## config.mk

```make
export PLATFORM = sky130hd
export DESIGN_NAME = conv1d_cmd_sequencer
export DESIGN_NICKNAME = d
export VERILOG_FILES = /design/src/rtl/conv1d_pkg.sv /design/src/rtl/conv1d_buf_streamer.sv /design/src/rtl/conv1d_cmd_sequencer.sv
export SDC_FILE = /design/constraint.sdc
export NUM_CORES = 1
export LEC_CHECK = 0
export ABC_AREA = 0
export BUFFER_PORTS_ARGS = -buffer_cell sky130_fd_sc_hd__buf_2
export CAP_MARGIN = 20
export CORE_AREA = 2 2 142 144
export DETAILED_ROUTE_END_ITERATION = 10
export DIE_AREA = 0 0 144 146
export GPL_TIMING_DRIVEN = 1
export HOLD_SLACK_MARGIN = 0.08
export PLACE_DENSITY_LB_ADDON = 0.25
export SYNTH_ARGS = -nofsm -noshare
export SYNTH_HDL_FRONTEND = slang
export SYNTH_HIERARCHICAL = 1
export SYNTH_SLANG_ARGS = --single-unit
```

## constraint.sdc

```tcl
create_clock -name clk -period 2.5 [get_ports clk]
set_input_delay 0.125 -clock clk [delete_from_list [all_inputs] [get_ports clk]]
set_output_delay 0.125 -clock clk [all_outputs]
set_load 0.005 [all_outputs]
```

## src/rtl/conv1d_pkg.sv

```systemverilog
// conv1d_pkg: command codes, kernel geometry and sequencer states shared by
// the conv1d command sequencer and its buffer streamer.
package conv1d_pkg;
  localparam logic [6:0] CMD_NOP       = 7'd0;
  localparam logic [6:0] CMD_WR_INPUT  = 7'd10;
  localparam logic [6:0] CMD_WR_WEIGHT = 7'd11;
  localparam logic [6:0] CMD_OFFSET    = 7'd20;
  localparam logic [6:0] CMD_WIDTH     = 7'd25;
  localparam logic [6:0] CMD_DEPTH     = 7'd26;
  localparam logic [6:0] CMD_START     = 7'd41;
  localparam logic [6:0] CMD_READ_ACC  = 7'd43;
  localparam logic [6:0] CMD_SHIFT     = 7'd44;
  localparam logic [6:0] CMD_STATUS    = 7'd45;

  localparam int KERNEL_LENGTH      = 8;
  localparam int MAX_INPUT_CHANNELS = 128;

  typedef enum logic [3:0] {
    S_IDLE, S_LOAD_W, S_LOAD_I, S_P_OFF, S_P_DEPTH, S_P_SHIFT,
    S_START, S_POLL, S_POLL_WAIT, S_READ, S_READ_WAIT, S_RESULT
  } state_e;

  function automatic logic [10:0] buf_len(input logic [31:0] depth);
    return 11'(KERNEL_LENGTH) * depth[10:0];
  endfunction
endpackage

```

## src/rtl/conv1d_buf_streamer.sv

```systemverilog
// conv1d_buf_streamer: reads len bytes from local memory and forwards each one
// as a CFU write one cycle later; start is held for the whole N+1 cycle run.
module conv1d_buf_streamer
  import conv1d_pkg::*;
(
  input  logic        clk,
  input  logic        rst_n,
  input  logic        start_i,
  input  logic [10:0] len_i,
  input  logic [6:0]  cmd_code_i,
  input  logic [7:0]  mem_rd_data_i,
  output logic        mem_rd_en_o,
  output logic [9:0]  mem_rd_addr_o,
  output logic [6:0]  cfu_cmd_o,
  output logic [31:0] cfu_inp0_o,
  output logic [31:0] cfu_inp1_o,
  output logic        done_o
);
  logic [10:0] rd_k_q, rd_k_d;
  logic [9:0]  wr_k_q;
  logic        wr_q;

  assign mem_rd_en_o   = start_i && rd_k_q != len_i;
  assign mem_rd_addr_o = mem_rd_en_o ? rd_k_q[9:0] : '0;
  // the final write is the only write cycle with every read already issued
  assign done_o        = wr_q && rd_k_q == len_i;
  assign cfu_cmd_o     = wr_q ? cmd_code_i : CMD_NOP;
  assign cfu_inp0_o    = wr_q ? {22'b0, wr_k_q} : '0;
  assign cfu_inp1_o    = wr_q ? {24'b0, mem_rd_data_i} : '0;

  always_comb rd_k_d = done_o ? '0 : mem_rd_en_o ? rd_k_q + 11'd1 : rd_k_q;

  always_ff @(posedge clk or negedge rst_n) begin
    if (!rst_n) begin
      rd_k_q <= '0;
      wr_k_q <= '0;
      wr_q   <= 1'b0;
    end else begin
      rd_k_q <= rd_k_d;
      wr_q   <= mem_rd_en_o;
      if (mem_rd_en_o) wr_k_q <= rd_k_q[9:0];
    end
  end
endmodule

```

## src/rtl/conv1d_cmd_sequencer.sv

```systemverilog
// conv1d_cmd_sequencer: runs one conv1d job over the CFU command interface
// (buffer loads, parameters, start, status poll, accumulator read).
module conv1d_cmd_sequencer
  import conv1d_pkg::*;
#(
  parameter int POLL_TIMEOUT = 1023
) (
  input  logic        clk,
  input  logic        rst_n,
  input  logic        job_valid,
  output logic        job_ready,
  input  logic [31:0] job_depth,
  input  logic [31:0] job_offset,
  input  logic [31:0] job_shift,
  input  logic        job_load_w,
  input  logic        job_load_i,
  output logic        mem_rd_en,
  output logic        mem_sel,
  output logic [9:0]  mem_rd_addr,
  input  logic [7:0]  mem_rd_data,
  output logic [6:0]  cfu_cmd,
  output logic [31:0] cfu_inp0,
  output logic [31:0] cfu_inp1,
  input  logic [31:0] cfu_ret,
  output logic        res_valid,
  input  logic        res_ready,
  output logic [31:0] res_data,
  output logic        res_error
);
  state_e      state_q, state_d;
  logic        live_q;
  logic [31:0] depth_q, offset_q, shift_q;
  logic        load_i_q;
  logic [9:0]  poll_q, poll_d;
  logic [31:0] res_data_q, res_data_d;
  logic        res_error_q, res_error_d;
  logic        accept, bad_depth, st_start, st_done;
  logic [6:0]  st_cmd;
  logic [31:0] st_inp0, st_inp1;

  assign job_ready = live_q && state_q == S_IDLE;
  assign accept    = job_valid && job_ready;
  assign bad_depth = job_depth == '0 || job_depth > 32'(MAX_INPUT_CHANNELS);
  assign st_start  = state_q == S_LOAD_W || state_q == S_LOAD_I;
  assign mem_sel   = state_q == S_LOAD_W;
  assign res_valid = state_q == S_RESULT;
  assign res_data  = res_data_q;
  assign res_error = res_error_q;

  conv1d_buf_streamer u_streamer (
    .clk           (clk),
    .rst_n         (rst_n),
    .start_i       (st_start),
    .len_i         (buf_len(depth_q)),
    .cmd_code_i    (state_q == S_LOAD_W ? CMD_WR_WEIGHT : CMD_WR_INPUT),
    .mem_rd_data_i (mem_rd_data),
    .mem_rd_en_o   (mem_rd_en),
    .mem_rd_addr_o (mem_rd_addr),
    .cfu_cmd_o     (st_cmd),
    .cfu_inp0_o    (st_inp0),
    .cfu_inp1_o    (st_inp1),
    .done_o        (st_done)
  );

  always_comb begin
    state_d     = state_q;
    poll_d      = poll_q;
    res_data_d  = res_data_q;
    res_error_d = res_error_q;
    case (state_q)
      S_IDLE: if (accept) begin
        poll_d      = '0;
        res_data_d  = '0;
        res_error_d = bad_depth;
        state_d     = bad_depth ? S_RESULT : job_load_w ? S_LOAD_W : job_load_i ? S_LOAD_I : S_P_OFF;
      end
      S_LOAD_W:  if (st_done) state_d = load_i_q ? S_LOAD_I : S_P_OFF;
      S_LOAD_I:  if (st_done) state_d = S_P_OFF;
      S_P_OFF:   state_d = S_P_DEPTH;
      S_P_DEPTH: state_d = S_P_SHIFT;
      S_P_SHIFT: state_d = S_START;
      S_START:   state_d = S_POLL;
      S_POLL:    state_d = S_POLL_WAIT;
      S_POLL_WAIT: if (cfu_ret[0]) state_d = S_READ;
        else begin
          poll_d = poll_q + 10'd1;
          if (poll_d == 10'(POLL_TIMEOUT)) begin
            state_d     = S_RESULT;
            res_error_d = 1'b1;
            res_data_d  = '0;
          end else state_d = S_POLL;
        end
      S_READ:      state_d = S_READ_WAIT;
      S_READ_WAIT: begin
        res_data_d  = cfu_ret;
        res_error_d = 1'b0;
        state_d     = S_RESULT;
      end
      S_RESULT: if (res_ready) state_d = S_IDLE;
      default:  state_d = S_IDLE;
    endcase
  end

  // commands are decoded from the current state so reset clears them at once
  always_comb begin
    cfu_cmd  = CMD_NOP;
    cfu_inp0 = '0;
    cfu_inp1 = '0;
    case (state_q)
      S_LOAD_W, S_LOAD_I: begin
        cfu_cmd  = st_cmd;
        cfu_inp0 = st_inp0;
        cfu_inp1 = st_inp1;
      end
      S_P_OFF: begin
        cfu_cmd  = CMD_OFFSET;
        cfu_inp1 = offset_q;
      end
      S_P_DEPTH: begin
        cfu_cmd  = CMD_DEPTH;
        cfu_inp1 = depth_q;
      end
      S_P_SHIFT: begin
        cfu_cmd  = CMD_SHIFT;
        cfu_inp1 = shift_q;
      end
      S_START: cfu_cmd = CMD_START;
      S_POLL:  cfu_cmd = CMD_STATUS;
      S_READ:  cfu_cmd = CMD_READ_ACC;
      default: cfu_cmd = CMD_NOP;
    endcase
  end

  always_ff @(posedge clk or negedge rst_n) begin
    if (!rst_n) begin
      state_q     <= S_IDLE;
      live_q      <= 1'b0;
      depth_q     <= '0;
      offset_q    <= '0;
      shift_q     <= '0;
      load_i_q    <= 1'b0;
      poll_q      <= '0;
      res_data_q  <= '0;
      res_error_q <= 1'b0;
    end else begin
      state_q     <= state_d;
      live_q      <= 1'b1;
      poll_q      <= poll_d;
      res_data_q  <= res_data_d;
      res_error_q <= res_error_d;
      if (accept) begin
        depth_q  <= job_depth;
        offset_q <= job_offset;
        shift_q  <= job_shift;
        load_i_q <= job_load_i;
      end
    end
  end
endmodule
```

==> results of run 1 <==
kinds of logic (layout without fill, tap and decap cells):
logic type	Yosys count	after routing	synth area share
AO/OA/AOI/OAI	173	173	0.1451
flip-flops	167	167	0.4558
AND/OR/NAND/NOR	288	288	0.1589
buffers and inverters	124	445	0.08667
adder cells (fa/ha/maj)	3	3	0.004095
multiplexers	108	108	0.1321
XOR/XNOR	16	16	0.01610
other	3	57	0.001228
how the worst max path moves through the flow:
| stage | to | slack [ns] | depth (start not counted) |
|---|---|---|---|
| 3_5_place_dp | res_data[28] | 0.28 | 6 |
| 6_report | cfu_inp1[3] | 0.11 | 7 |
| 3_3_place_gp | res_data[24] | 0.24 | 6 |
| 4_1_cts | cfu_inp1[3] | 0.006 | 7 |
| 5_1_grt | cfu_inp1[3] | 0.03 | 7 |
| 2_1_floorplan | u_streamer/rd_k_q[7] | 0.02 | 11 |
per-stage QoR:
stage | cell area [um2] | hold WS (ns)
after CTS | 12430 | 0.2354
final | 12440 | 0.2451
after floorplan | 9368 | -0.1706
after global routing | 12440 | 0.2774
after detailed placement | 10490 | 0.1334
after global placement | 10490 | 0.1375
power by group through the flow:
stage          Clock, mW  Combinational (mW)  Sequential (mW)
2_1_floorplan          0                3.59             4.60
3_3_place_gp           0                5.12             4.82
3_5_place_dp           0                5.21             4.86
4_1_cts             2.74                5.42             4.82
5_1_grt             2.86                6.08             5.01
6_report            2.70                5.46             4.85
cells in the final DEF (no fill, tap or decap), types with 4 or more instances in the layout:
| cell | instances |
|---|---|
| a21o_1 | 8 |
| nand4_1 | 8 |
| buf_4 | 23 |
| nand3_1 | 18 |
| mux2_2 | 104 |
| xor2_1 | 11 |
| buf_2 | 235 |
| o21ai_2 | 30 |
| and2_1 | 60 |
| buf_12 | 7 |
| and3_1 | 5 |
| nor2_1 | 28 |
| a222oi_1 | 32 |
| nor2b_1 | 4 |
| a22o_1 | 5 |
| clkbuf_16 | 17 |
| nor3_1 | 9 |
| o31ai_1 | 6 |
| dlygate4sd3_1 | 132 |
| nor4_1 | 8 |
| a22oi_1 | 32 |
| nand2_1 | 116 |
| a21oi_1 | 15 |
| nor2_2 | 5 |
| xnor2_1 | 4 |
| inv_1 | 14 |
| o21ai_0 | 27 |
| mux2i_1 | 4 |
| dfrtp_1 | 166 |
| nand2b_1 | 5 |
| conb_1 | 56 |
registers in the layout (all words and copies together), names as in the netlist:
| signal | count |
|---|---|
| depth_q | 32 |
| offset_q | 32 |
| res_data | 32 |
| shift_q | 32 |
| u_streamer/rd_k_q | 11 |
| poll_q | 10 |
| u_streamer/wr_k_q | 10 |
| state_q | 4 |
| live_q | 1 |
| load_i_q | 1 |
| res_error | 1 |
| u_streamer/wr_q | 1 |
layout make-up:
type	count	share of cell area
diodes	1	0.0002011
repair buffers	400	0.2288
clock buffers	20	0.03750
flip-flops and latches	167	0.3359
inverters	14	0.004223
multi-input cells	644	0.3555
clock inverters	11	0.01116
well taps	265	0.02664
per-layer routing:
layer	share of wire	wire, um
met1	0.42	10540
met2	0.50	12550
met3	0.063	1597
met4	0.020	513
met5	0	0
worst reg2reg max path, delay by kind of cell (launching register included):
family,cells,cell delay (ns)
AOI/OAI and AO/OA,4,0.80
xor gates and xnor gates,1,0.18
DFF,1,0.45
and+or+nand+nor,4,0.73
timing repair:
action	CTS	global route
resized for setup	2	6
hold buffers	132	0
endpoints found under the hold margin	184	0
endpoints found under the setup margin	5	26
==> run metrics, run 1 <==
status finished clean; WP buf/inv 3; cell count after placement 1358; Switching Power 4.729 mW; cell-internal power around 8.3 mW; # rows 51; CTS Buffer Depth 2; RD Place Congestion 0.8309; fin crit period 2.390 ns; setup ws final 0.1100 ns; Worst VDD drop 0.5353 mV; synth warn 6; port bufs 236; clock slew at reported path FFs 0.07 ns; # setup viols final 0; Detailed Route WL 25200 um; die area 0.02102 mm2; Slew headroom 0.3330; Logic pwr share 0.420; met2 global-route usage 0.3957; worst hold path class in2async; Leakage 5.972 nW; vias in the first global route 7887; Worst Reg-to-Reg Cells 9; Least-Margin Pin Slew between 0.9 and 1 ns; initial antenna violation count 1; final core utilization 0.6436; WL/cell 16.56 um; cts bufs inserted 17; Post-DP HPWL 15970 um; Cell Chain, Critical Path or2_2, buf_4, nor2_2, buf_12, a222oi_1, nand2_1, buf_2; setup TNS 0 ns; Max Freq ~420 MHz; P&R area growth vs syn 35.74%; Top FF cell, synth dfrtp_1; Post-Layout Cell Count between 1500 and 2000; total grt overflow 0; Max Cap Viol 0; Mapped Area slightly above 0.009 mm2; Crit Path Class reg2out; share of power burned in the clock network 0.207; met1 GRT Util 0.3171; Critical Path RT around 2.4 ns; Critical Path AT 2.26 ns; TritonCTS clock tree done; FILL cells 1549; switch share 0.3634; routed vias 7926; critical path's top delay family flip-flops; largest net degree at the start of global routing 99; postcts setup bufs 0; clk_lat worst skew 0.42 ns; #FFs+latches synth 167; synth cell count leaders dfrtp_1 (167), nand2_1 (116), mux2_2 (104); Critical Path Max Stage Delay roughly 0.50 ns; Setup Skew 0.01193 ns; most frequent cell after synthesis dfrtp_1; Die W 144 um; distinct cell type count after synthesis 60; Multi-input gate area 0.004424 mm2; htree depth 4; Root Driver clkbuf_16; fin nets between 1000 and 1500; Top-Level Pins 260; reg2reg end state_q[3]; Global Route Usage Sum 0.2414; Routed Antenna Nets 0; RSZ-0062 raised after global routing false; synthesized area per cell slightly above 10 um2; Crit-path slowest cell dfrtp_2; Seq. cell area 0.004180 mm2; Crit Path Max Fanout 33; global route hottest layer met2; routed vias/inst 5.208; r2r setup slk 0.27 ns; final period utilization 0.9560; post-synth top area cell dfrtp_1; Tot Pwr 13.01 mW; Place WS 0.2819 ns; Sequential Power Share 0.373; die height 146 um; layout cells sized above 1 0.3639; number of synthesized flops with an enable pin 0; Setup crit start state_q[0]; first-pass GRT wire length 40480 um; post-synthesis sequential area ratio 0.4558; Iter 0 DRT Violations 593; core area 0.01933 mm2; initial core utilization 0.4741; Gate Count Post-Synth 882; Pre-antenna DRT Iters 10; final hold violations 0; met3 GRT Util 0.05594; CP Capture Type output port; post-synth top area share 0.4558; Async S/R FF share, synth 1.000; Worst R2R Start u_streamer/rd_k_q[3]; Residual DRC 0; clock sinks approximately 170; Synth area leaders dfrtp_1 (46%), mux2_2 (13%), nand2_1 (4.7%); pwr/cell area 1046 mW/mm2; CP Launch Type register; Final Slew Violations 0
No activity file was read; power rests on OpenSTA's default activity.
==> run 2, diff against run 1 <==
--- a/config.mk
+++ b/config.mk
@@ -5,14 +5,14 @@
 export SDC_FILE = /design/constraint.sdc
 export NUM_CORES = 1
 export LEC_CHECK = 0
-export ABC_AREA = 0
+export ABC_AREA = 1
 export BUFFER_PORTS_ARGS = -buffer_cell sky130_fd_sc_hd__buf_2
 export CAP_MARGIN = 20
 export CORE_AREA = 2 2 142 144
 export DETAILED_ROUTE_END_ITERATION = 10
 export DIE_AREA = 0 0 144 146
 export GPL_TIMING_DRIVEN = 1
-export HOLD_SLACK_MARGIN = 0.08
+export HOLD_SLACK_MARGIN = 0.02
 export PLACE_DENSITY_LB_ADDON = 0.25
 export SYNTH_ARGS = -nofsm -noshare
 export SYNTH_HDL_FRONTEND = slang
==> run 2 against run 1 <==
  * First-iteration DRC count is 40% lower
  * Hold slack worse by 0.20 ns
  * Combinational power is 9.9% lower
  * Clock-buffer cell count is 3 lower
  * Worst setup slack better by 0.070 ns
  * Non-clock buffer count is 21 lower
  * Global-route usage is 0.17 points lower
  * Clock power is 3% lower
  * Largest cell class is now flip-flops and latches
  * Cell area is 0.77% lower
  * Sequential cell count stayed put
==> run metrics, run 2 <==
most frequent cells in the layout nand2_1 (387), buf_2 (235), dfrtp_1 (167); port bufs 236 (unchanged); FILL cells 1591 (+2.7%); Least-Margin Pin Slew 0.7145 ns (-0.2849 ns); fin crit period 2.320 ns (-0.06965 ns); Setup crit start state_q[0]; Root Driver clkbuf_16; Crit Path Max Fanout 32 (-3.0%); Seq. cell area 0.004179 mm2 (about the same); crit-path most repeated cell inv_1; r2r setup slk 0.42 ns (+0.15 ns); initial antenna violation count 0 (-1); distinct cell type count after synthesis 38 (-37%); synth warn 6 (unchanged); P&R area growth vs syn 34.38%; #FFs+latches synth 167 (unchanged); layout cells sized above 1 0.2754 (-0.08847); Worst R2R Start poll_q[1]; Detailed Route WL 25290 um (+0.35%); # setup viols final 0 (unchanged); Multi-input gate area 0.004076 mm2 (-7.9%); fin nets 1640 (+18%); WP buf/inv 4 (+1); WL/cell 14.27 um (-14%); Gate Count Post-Synth 1136 (+29%); worst hold path class in2reg; final core utilization 0.6386 (-0.004983); htree depth 4 (unchanged); final period utilization 0.9281 (-0.02786); routed vias/inst 4.736 (-9.1%); synthesized area per cell 8.089 um2 (-22%); Setup Skew 0.01399 ns (+0.002058 ns); largest net degree at the start of global routing 72 (-27%); number of synthesized flops with an enable pin 0 (unchanged); Worst Reg-to-Reg Cells 10 (+1); CTS Buffer Depth 2 (unchanged); clk_lat worst skew 0.43 ns (about the same); Post-DP HPWL 16200 um (+1.4%); Place WS 0.4552 ns (+0.1734 ns); routed vias 8392 (+5.9%); Async S/R FF share, synth 1.000 (unchanged); synth cell count leaders nand2_1 (388), dfrtp_1 (167), inv_1 (118); post-synth top area share 0.4548 (-0.001055); Iter 0 DRT Violations 356 (-40%); Routed Antenna Nets 0 (unchanged); critical path depth 8 (+1); cell count after placement 1610 (+19%); clock slew at reported path FFs 0.07 ns (about the same); Synth area leaders dfrtp_1 (45%), nand2_1 (16%), mux2_2 (8.9%); # rows 51 (unchanged); Crit-path slowest cell dfrtp_1; Final Slew Violations 0 (unchanged); commonest non-fill, non-tap cell in the layout nand2_1; hold_ws 0.04086 ns (-0.2043 ns); CP Capture Type output port; RD Place Congestion 0.8824 (+6.2%); initial core utilization 0.4752 (+0.001100); clock sinks 167 (unchanged); ant diodes 0 (-1); Critical Path Max Stage Delay 0.42 ns (-0.08 ns); die area 0.02102 mm2 (unchanged); setup ws final 0.1797 ns (+0.06965 ns); total grt overflow 0 (unchanged); Pre-antenna DRT Iters 4 (-6); TritonCTS clock tree done; cts bufs inserted 17 (unchanged); Cell Chain, Critical Path inv_1, nor2_1, inv_1, nor2_4, buf_4, nand2_1, nand4_1, buf_2; Critical Path RT 2.38 ns (about the same); Max Cap Viol 0 (unchanged); Top-Level Pins 260 (unchanged); Top FF cell, synth dfrtp_1; Slew headroom 0.5237 (+0.1907); Die W 144 um (unchanged); pwr/cell area 979.6 mW/mm2 (-6.3%); die height 146 um (unchanged); CP Capture Point cfu_inp1[23]; Crit Path Class reg2out; post-synth top area cell dfrtp_1; final hold violations 0 (unchanged); Mapped Area 0.009189 mm2 (+0.23%); Critical Path AT 2.20 ns (-0.06 ns); Global Route Usage Sum 0.2397 (-0.001701); reg2reg end res_data[20]; post-synthesis sequential area ratio 0.4548 (-0.001055); vias in the first global route 8228 (+4.3%); status finished clean; first-pass GRT wire length 39850 um (-1.5%); hold path start job_depth[4]; RSZ-0062 raised after global routing false; most frequent cell after synthesis nand2_1; CP Launch Type register; critical path's top delay family buffers and inverters; core area 0.01933 mm2 (unchanged); setup TNS 0 ns (unchanged); Post-Layout Cell Count 1772 (+16%); Worst VDD drop 0.6069 mV (+13%); Max Freq 431.0 MHz (+3.0%); Leakage 6.455 nW (+8.1%); Residual DRC 0 (unchanged)
[run 2: per-stage QoR]
| step | total power [mW] | instance area (um2) |
|---|---|---|
| 2_1_floorplan | 7.684 | 9395 |
| 3_3_place_gp | 9.076 | 10440 |
| 3_5_place_dp | 9.195 | 10440 |
| 4_1_cts | 12.02 | 12310 |
| 5_1_grt | 13.01 | 12350 |
| 6_report | 12.10 | 12350 |
[run 2: kinds of logic (layout without fill, tap and decap cells)]
family	after synthesis	in the layout	synth area share
and+or+nand+nor	578	579	0.2691
buffers and inverters	236	551	0.1306
DFF	167	167	0.4548
muxes	73	73	0.08946
AOI/OAI and AO/OA	64	64	0.03854
xor gates and xnor gates	12	12	0.01226
adders and majority gates	3	3	0.004085
other	3	58	0.001225
[run 2: worst min-delay path, stage by stage]
cell and delay [ns]:
buf_2 0.07, inv_1 0.07, o21ai_0 0.15
[run 2: worst min-delay path by stage]
stage / slack (ns) / endpoint / depth (start not counted)
after floorplan: -0.17 / depth_q[0] / 0
after global placement: 0.19 / load_i_q / 1
after detailed placement: 0.20 / u_streamer/wr_k_q[3] / 1
after CTS: 0.02 / depth_q[4] / 3
after global routing: 0.05 / depth_q[4] / 3
final: 0.04 / depth_q[4] / 3
[run 2: area by class of cell]
| cell class | count | area share |
|---|---|---|
| clock buffers | 17 | 0.03445 |
| clock inverters | 14 | 0.01297 |
| inverters | 141 | 0.04306 |
| multi-input cells | 789 | 0.3301 |
| flip-flops and latches | 167 | 0.3384 |
| well taps | 265 | 0.02685 |
| repair buffers | 379 | 0.2141 |
[run 2: routing by layer]
metal,part of all wire,wire (um),GRT usage
met1,0.41,10390,0.2850
met2,0.50,12620,0.4150
met3,0.059,1492,0.05298
met4,0.031,788,0.1020
met5,0,0,0
[run 2: power breakdown]
part / total (mW) / switching, mW / internal, mW / leakage (nW)
clock network: 2.63 / 1.21 / 1.42 / 0.279
logic: 4.92 / 2.81 / 2.11 / 4.04
registers: 4.55 / 0.726 / 3.82 / 2.13
[run 2: repair_timing]
item,in CTS,in global routing
setup buffers,0,2
endpoints found under the setup margin,0,12
endpoints found under the hold margin,197,0
gates resized for setup,0,2
hold buffers,128,0
